`src/rtl/serial_subtractor_if.sv`:
```
// Launch/collect handshake between a controller and the bit-serial subtractor.
// The controller drives the operands and start; the subtractor returns status and result.
interface serial_subtractor_if #(
  parameter int NUM_BITS = 4
);
  logic                start;
  logic [NUM_BITS-1:0] a;
  logic [NUM_BITS-1:0] b;
  logic                borrow_in;
  logic                busy;
  logic                done;
  logic [NUM_BITS-1:0] diff;
  logic                underflow;

  modport master (
    output start,
    output a,
    output b,
    output borrow_in,
    input  busy,
    input  done,
    input  diff,
    input  underflow
  );

  modport slave (
    input  start,
    input  a,
    input  b,
    input  borrow_in,
    output busy,
    output done,
    output diff,
    output underflow
  );
endinterface

```
`src/rtl/serial_subtractor.sv`:
```
// Bit-serial unsigned subtractor: one full-subtractor cell plus a registered borrow,
// producing (a - b - borrow_in) mod 2^NUM_BITS and the final borrow as underflow.
//
// state   | meaning
// --------+-------------------------------------------------------------
// IDLE    | waiting for start; operands are captured on the accepting edge
// SUB     | one bit per clock, LSB first; busy is high
// DONE    | one-cycle done pulse; diff/underflow already hold the result
module serial_subtractor #(
  parameter int NUM_BITS = 4
) (
  input logic           clk,
  input logic           rst,
  serial_subtractor_if.slave sub_if
);

  localparam int CNT_W = (NUM_BITS > 1) ? $clog2(NUM_BITS) : 1;
  localparam logic [CNT_W-1:0] LAST_CNT = CNT_W'(NUM_BITS - 1);
  localparam logic [CNT_W-1:0] CNT_ONE  = CNT_W'(1);

  localparam logic [1:0] ST_IDLE = 2'd0;
  localparam logic [1:0] ST_SUB  = 2'd1;
  localparam logic [1:0] ST_DONE = 2'd2;

  logic [1:0]          state;
  logic [NUM_BITS-1:0] a_sh;
  logic [NUM_BITS-1:0] b_sh;
  logic [NUM_BITS-1:0] res_sh;
  logic [NUM_BITS-1:0] diff_q;
  logic                br;
  logic                uf_q;
  logic [CNT_W-1:0]    cnt;

  logic                a0;
  logic                b0;
  logic                d_bit;
  logic                br_next;
  logic                last_bit;
  logic [NUM_BITS-1:0] res_next;

  assign a0       = a_sh[0];
  assign b0       = b_sh[0];
  assign d_bit    = a0 ^ b0 ^ br;
  assign br_next  = (~a0 & b0) | (~(a0 ^ b0) & br);
  assign last_bit = (cnt == LAST_CNT);

  // Difference bits enter at the MSB so the LSB-first stream ends up aligned.
  assign res_next = {d_bit, res_sh[NUM_BITS-1:1]};

  always_ff @(posedge clk) begin
    if (rst) begin
      state  <= ST_IDLE;
      a_sh   <= '0;
      b_sh   <= '0;
      res_sh <= '0;
      diff_q <= '0;
      br     <= 1'b0;
      uf_q   <= 1'b0;
      cnt    <= '0;
    end else begin
      case (state)
        ST_IDLE: begin
          if (sub_if.start) begin
            a_sh   <= sub_if.a;
            b_sh   <= sub_if.b;
            br     <= sub_if.borrow_in;
            res_sh <= '0;
            cnt    <= '0;
            state  <= ST_SUB;
          end
        end

        ST_SUB: begin
          a_sh   <= a_sh >> 1;
          b_sh   <= b_sh >> 1;
          res_sh <= res_next;
          br     <= br_next;
          cnt    <= cnt + CNT_ONE;
          // Outputs are published only here, so they hold through the next operation.
          if (last_bit) begin
            diff_q <= res_next;
            uf_q   <= br_next;
            state  <= ST_DONE;
          end
        end

        ST_DONE: begin
          state <= ST_IDLE;
        end

        default: begin
          state <= ST_IDLE;
        end
      endcase
    end
  end

  assign sub_if.busy      = (state == ST_SUB);
  assign sub_if.done      = (state == ST_DONE);
  assign sub_if.diff      = diff_q;
  assign sub_if.underflow = uf_q;

endmodule

```
`src/flat_wrapper.sv`:
```
// flat-port wrapper written by rule: the top's interface ports become plain ports
module serial_subtractor_flat 
#(
  parameter int NUM_BITS = 4
)
  (clk, rst, sub_if_start, sub_if_a, sub_if_b, sub_if_borrow_in, sub_if_busy, sub_if_done, sub_if_diff, sub_if_underflow);
  serial_subtractor_if #(.NUM_BITS(NUM_BITS)) sub_if_i ();
  input logic clk;
  input logic rst;
  input wire logic [$bits(sub_if_i.start)-1:0] sub_if_start;
  input wire logic [$bits(sub_if_i.a)-1:0] sub_if_a;
  input wire logic [$bits(sub_if_i.b)-1:0] sub_if_b;
  input wire logic [$bits(sub_if_i.borrow_in)-1:0] sub_if_borrow_in;
  output wire logic [$bits(sub_if_i.busy)-1:0] sub_if_busy;
  output wire logic [$bits(sub_if_i.done)-1:0] sub_if_done;
  output wire logic [$bits(sub_if_i.diff)-1:0] sub_if_diff;
  output wire logic [$bits(sub_if_i.underflow)-1:0] sub_if_underflow;
  assign sub_if_i.start = sub_if_start;
  assign sub_if_i.a = sub_if_a;
  assign sub_if_i.b = sub_if_b;
  assign sub_if_i.borrow_in = sub_if_borrow_in;
  assign sub_if_busy = sub_if_i.busy;
  assign sub_if_done = sub_if_i.done;
  assign sub_if_diff = sub_if_i.diff;
  assign sub_if_underflow = sub_if_i.underflow;
  serial_subtractor #(.NUM_BITS(NUM_BITS)) u_core (.clk(clk), .rst(rst), .sub_if(sub_if_i));
endmodule
```
`config.mk`:
```
export PLATFORM = sky130hd
export DESIGN_NAME = serial_subtractor_flat
export DESIGN_NICKNAME = d
export VERILOG_FILES = /design/src/rtl/serial_subtractor_if.sv /design/src/rtl/serial_subtractor.sv /design/src/flat_wrapper.sv
export SDC_FILE = /design/constraint.sdc
export NUM_CORES = 1
export LEC_CHECK = 0
export ABC_AREA = 1
export BUFFER_PORTS_ARGS = -buffer_cell sky130_fd_sc_hd__buf_2
export CORE_MARGIN = 8
export CORE_UTILIZATION = 52
export CTS_CLUSTER_SIZE = 20
export DETAILED_ROUTE_END_ITERATION = 12
export PLACE_DENSITY = 0.74
export SETUP_SLACK_MARGIN = 0.02
export SLEW_MARGIN = 15
export SYNTH_ARGS = -nofsm -noshare
export SYNTH_HDL_FRONTEND = slang
export SYNTH_SLANG_ARGS = --single-unit
```
`constraint.sdc`:
```
create_clock -name clk -period 1.24 [get_ports clk]
set_input_delay 0.186 -clock clk [delete_from_list [all_inputs] [get_ports clk]]
set_output_delay 0.186 -clock clk [all_outputs]
set_load 0.01 [all_outputs]
```
==> results.md <==
* Total Neg Setup Slack at 0 ns
* # setup viols final at 0
* Fillers at 168
* Peak supply drop at 0.713 mV
* Endpoints failing hold at 0
* Seq/Total Area, Yosys at 0.447
* WS Path Type: flip-flop to output port
* Routed WL at 2.04 mm
* Largest net degree at the start of global routing at 14
* Post-route minimum period at 1.20 ns
* Area Growth Syn to Fin at 20.8%
* Fmax achieved at 0.831 GHz
* Post-synth EDFFs at 0
* CTS hold repair buffers at 0
* Layout Cells excl Fill at 175
* DRT Pass-1 Iters at 4
* # diodes at 0
* Die area at 3420 µm²
* Area leader, netlist: dfxtp_1
* Run status: complete, no violations
* Syn Inst Count at 126
* Pins Over Slew Limit at 0
* RSZ-0062 raised after global routing: true
* Dpl hpwl at 1.46 mm
* Clock power frac at 0.259
* Die width at 58.5 µm
* Mapped Nets at 140
* Clk sinks at 21
* Core area at 1710 µm²
* Int Pwr at 0.909 mW
* Top cells by area, synth: dfxtp_1, nand2_1, nor2_1
* Library cells used by synthesis at 16
* Psw at 0.318 mW
* Number of synthesis warnings at 0
* Die outline height at 58.5 µm
* Global-route wire length before repair at 3.62 mm
* Comb pwr share at 0.150
* Routed len/inst at 11.7 µm
* CTS Root Cell: clkbuf_4
* CP Data Required Time at 1.05 ns
* Initial Util at 0.550
* Clock buffer count from CTS at 3
* I/O Buffers at 18
* Max Cap Violations at 0
* Vias in the first global route at 846
* Antenna violations before repair at 0
* Worst hold path type: primary input to flip-flop
* Gpl congestion at 0.871
* Clk_skew at 0.00315 ns
* Drt drc at 0
* Post-synth top area share at 0.447
* Final Cell Area at 1130 µm²
* CTS tree: done
* Endpoint arrival time on the critical path at 1.02 ns
* Ports at 19
* Crit Path Max Fanout at 4
* Util after Layout at 0.664
* Sequential Power Share at 0.591
* Global Route Usage Sum at 0.136
* Worst-Margin Slew at 0.344 ns
* Row count at 15
* Most used DFF post-synth: dfxtp_1
* Relative slew slack at 0.770
* Dpl cells at 168
* Clock transition at path regs at 0.11 ns
* Final Cycle Share at 0.971
* Vias per std cell at 4.84
* Post-synth ARST share at 0
* Syn Area/Cell at 7.46 µm²
* Post-Synthesis Cell Area at 940 µm²
* Synth cell count leaders: nand2_1, nor2_1, dfxtp_1
* Layout cell share with drive strength beyond 1 at 0.307
* Critical Path Source Type: flip-flop
* Final ANT Viol Nets at 0
* # nets final at 165
* Switching Share at 0.259
* H-tree Lvls at 1
* Vias at 847
* Placed inst area at 1050 µm²
* Pleak at 0.540 nW
* #FFs+latches synth at 21
* Initial DRC count at 10
* Worst skew pair latency at 0.30 ns
* Total grt overflow at 0
* PwrDens at 1080 nW/µm²
* Crit path capture type: output port
* Clock Path Buffers at 2
==> cell usage in the layout (no fill, tap or decap), types with 3 or more instances in the layout <==
| cell | synthesis | layout |
|---|---|---|
| a21oi_1 | 9 | 9 |
| buf_2 | 2 | 17 |
| buf_4 | 0 | 4 |
| clkbuf_4 | 0 | 3 |
| dfxtp_1 | 21 | 15 |
| dfxtp_2 | 0 | 4 |
| inv_1 | 15 | 13 |
| nand2_1 | 23 | 23 |
| nand2_4 | 3 | 3 |
| nand3_1 | 12 | 12 |
| nor2_1 | 23 | 20 |
| nor2_2 | 0 | 3 |
| o21ai_0 | 9 | 8 |
==> layout make-up <==
class | count | area [µm²] | area share
Inverter | 17 | 70.1 | 0.0617
Tap cell | 25 | 31.3 | 0.0276
Sequential cell | 21 | 433 | 0.381
Multi-Input combinational cell | 85 | 437 | 0.385
Timing Repair Buffer | 23 | 138 | 0.121
Clock buffer | 4 | 26.3 | 0.0232
==> cells by family (layout without fill, tap and decap cells) <==
logic type      after synthesis  in the layout  synth area share
fa+ha+maj                     2              2            0.0346
flops                        21             21             0.447
buf+inv                      20             44            0.0959
simple gates                 63             63             0.308
compound gates               20             20             0.115
==> flip-flops by register name (all words and copies together), names as in the netlist <==
signal and count:
u_core.sub_if.diff 4, u_core.a_sh 4, u_core.sub_if.underflow 1, u_core.res_sh 3, u_core.cnt 2, u_core.state 2, u_core.br 1, u_core.b_sh 4
==> worst max-delay path, cell delays in order (launching register included) <==
cell	delay, ns
dfxtp_4	0.42
inv_6	0.06
nor2_2	0.10
buf_2	0.13
==> power groups by stage <==
stage	clock network (mW)	logic, mW	registers (mW)
after floorplan	0	0.119	0.737
after global placement	0	0.160	0.739
after detailed placement	0	0.163	0.741
after CTS	0.330	0.176	0.723
after global routing	0.352	0.209	0.729
final	0.318	0.184	0.725
==> final timing paths <==
path,start,to,slack (ns),depth (start not counted)
setup / recovery,u_core.state[1],sub_if_done,0.04,3
hold / removal,sub_if_a[3],u_core.a_sh[3],0.12,3
setup reg to reg,u_core.b_sh[0],u_core.res_sh[3],0.04,4
hold reg to reg,u_core.cnt[0],u_core.cnt[0],0.45,1
==> what timing repair did <==
| action | in CTS | in global routing |
|---|---|---|
| pin swaps | 2 | 7 |
| setup buffers | 2 | 1 |
| endpoints found under the setup margin | 3 | 9 |
| resized for setup | 7 | 11 |
==> through the flow <==
| step | setup WS, ns | power [mW] | hold WS, ns |
|---|---|---|---|
| finish | 0.0360 | 1.23 | 0.124 |
| CTS | 0.0308 | 1.23 | 0.117 |
| global route | -0.00194 | 1.29 | 0.129 |
| detailed placement | 0.0537 | 0.904 | 0.447 |
| floorplan | 0.0936 | 0.855 | 0.329 |
| global placement | 0.0724 | 0.898 | 0.440 |
==> layer usage <==
metal / global-route usage / vias to the layer above / part of all wire
met2: 0.219 / 18 / 0.48
met3: 0.0500 / 6 / 0.061
met5: 0 / - / 0
met1: 0.147 / 379 / 0.44
met4: 0.0839 / 0 / 0.019
li1: - / 444 / -
No activity file was read; power rests on OpenSTA's default activity.
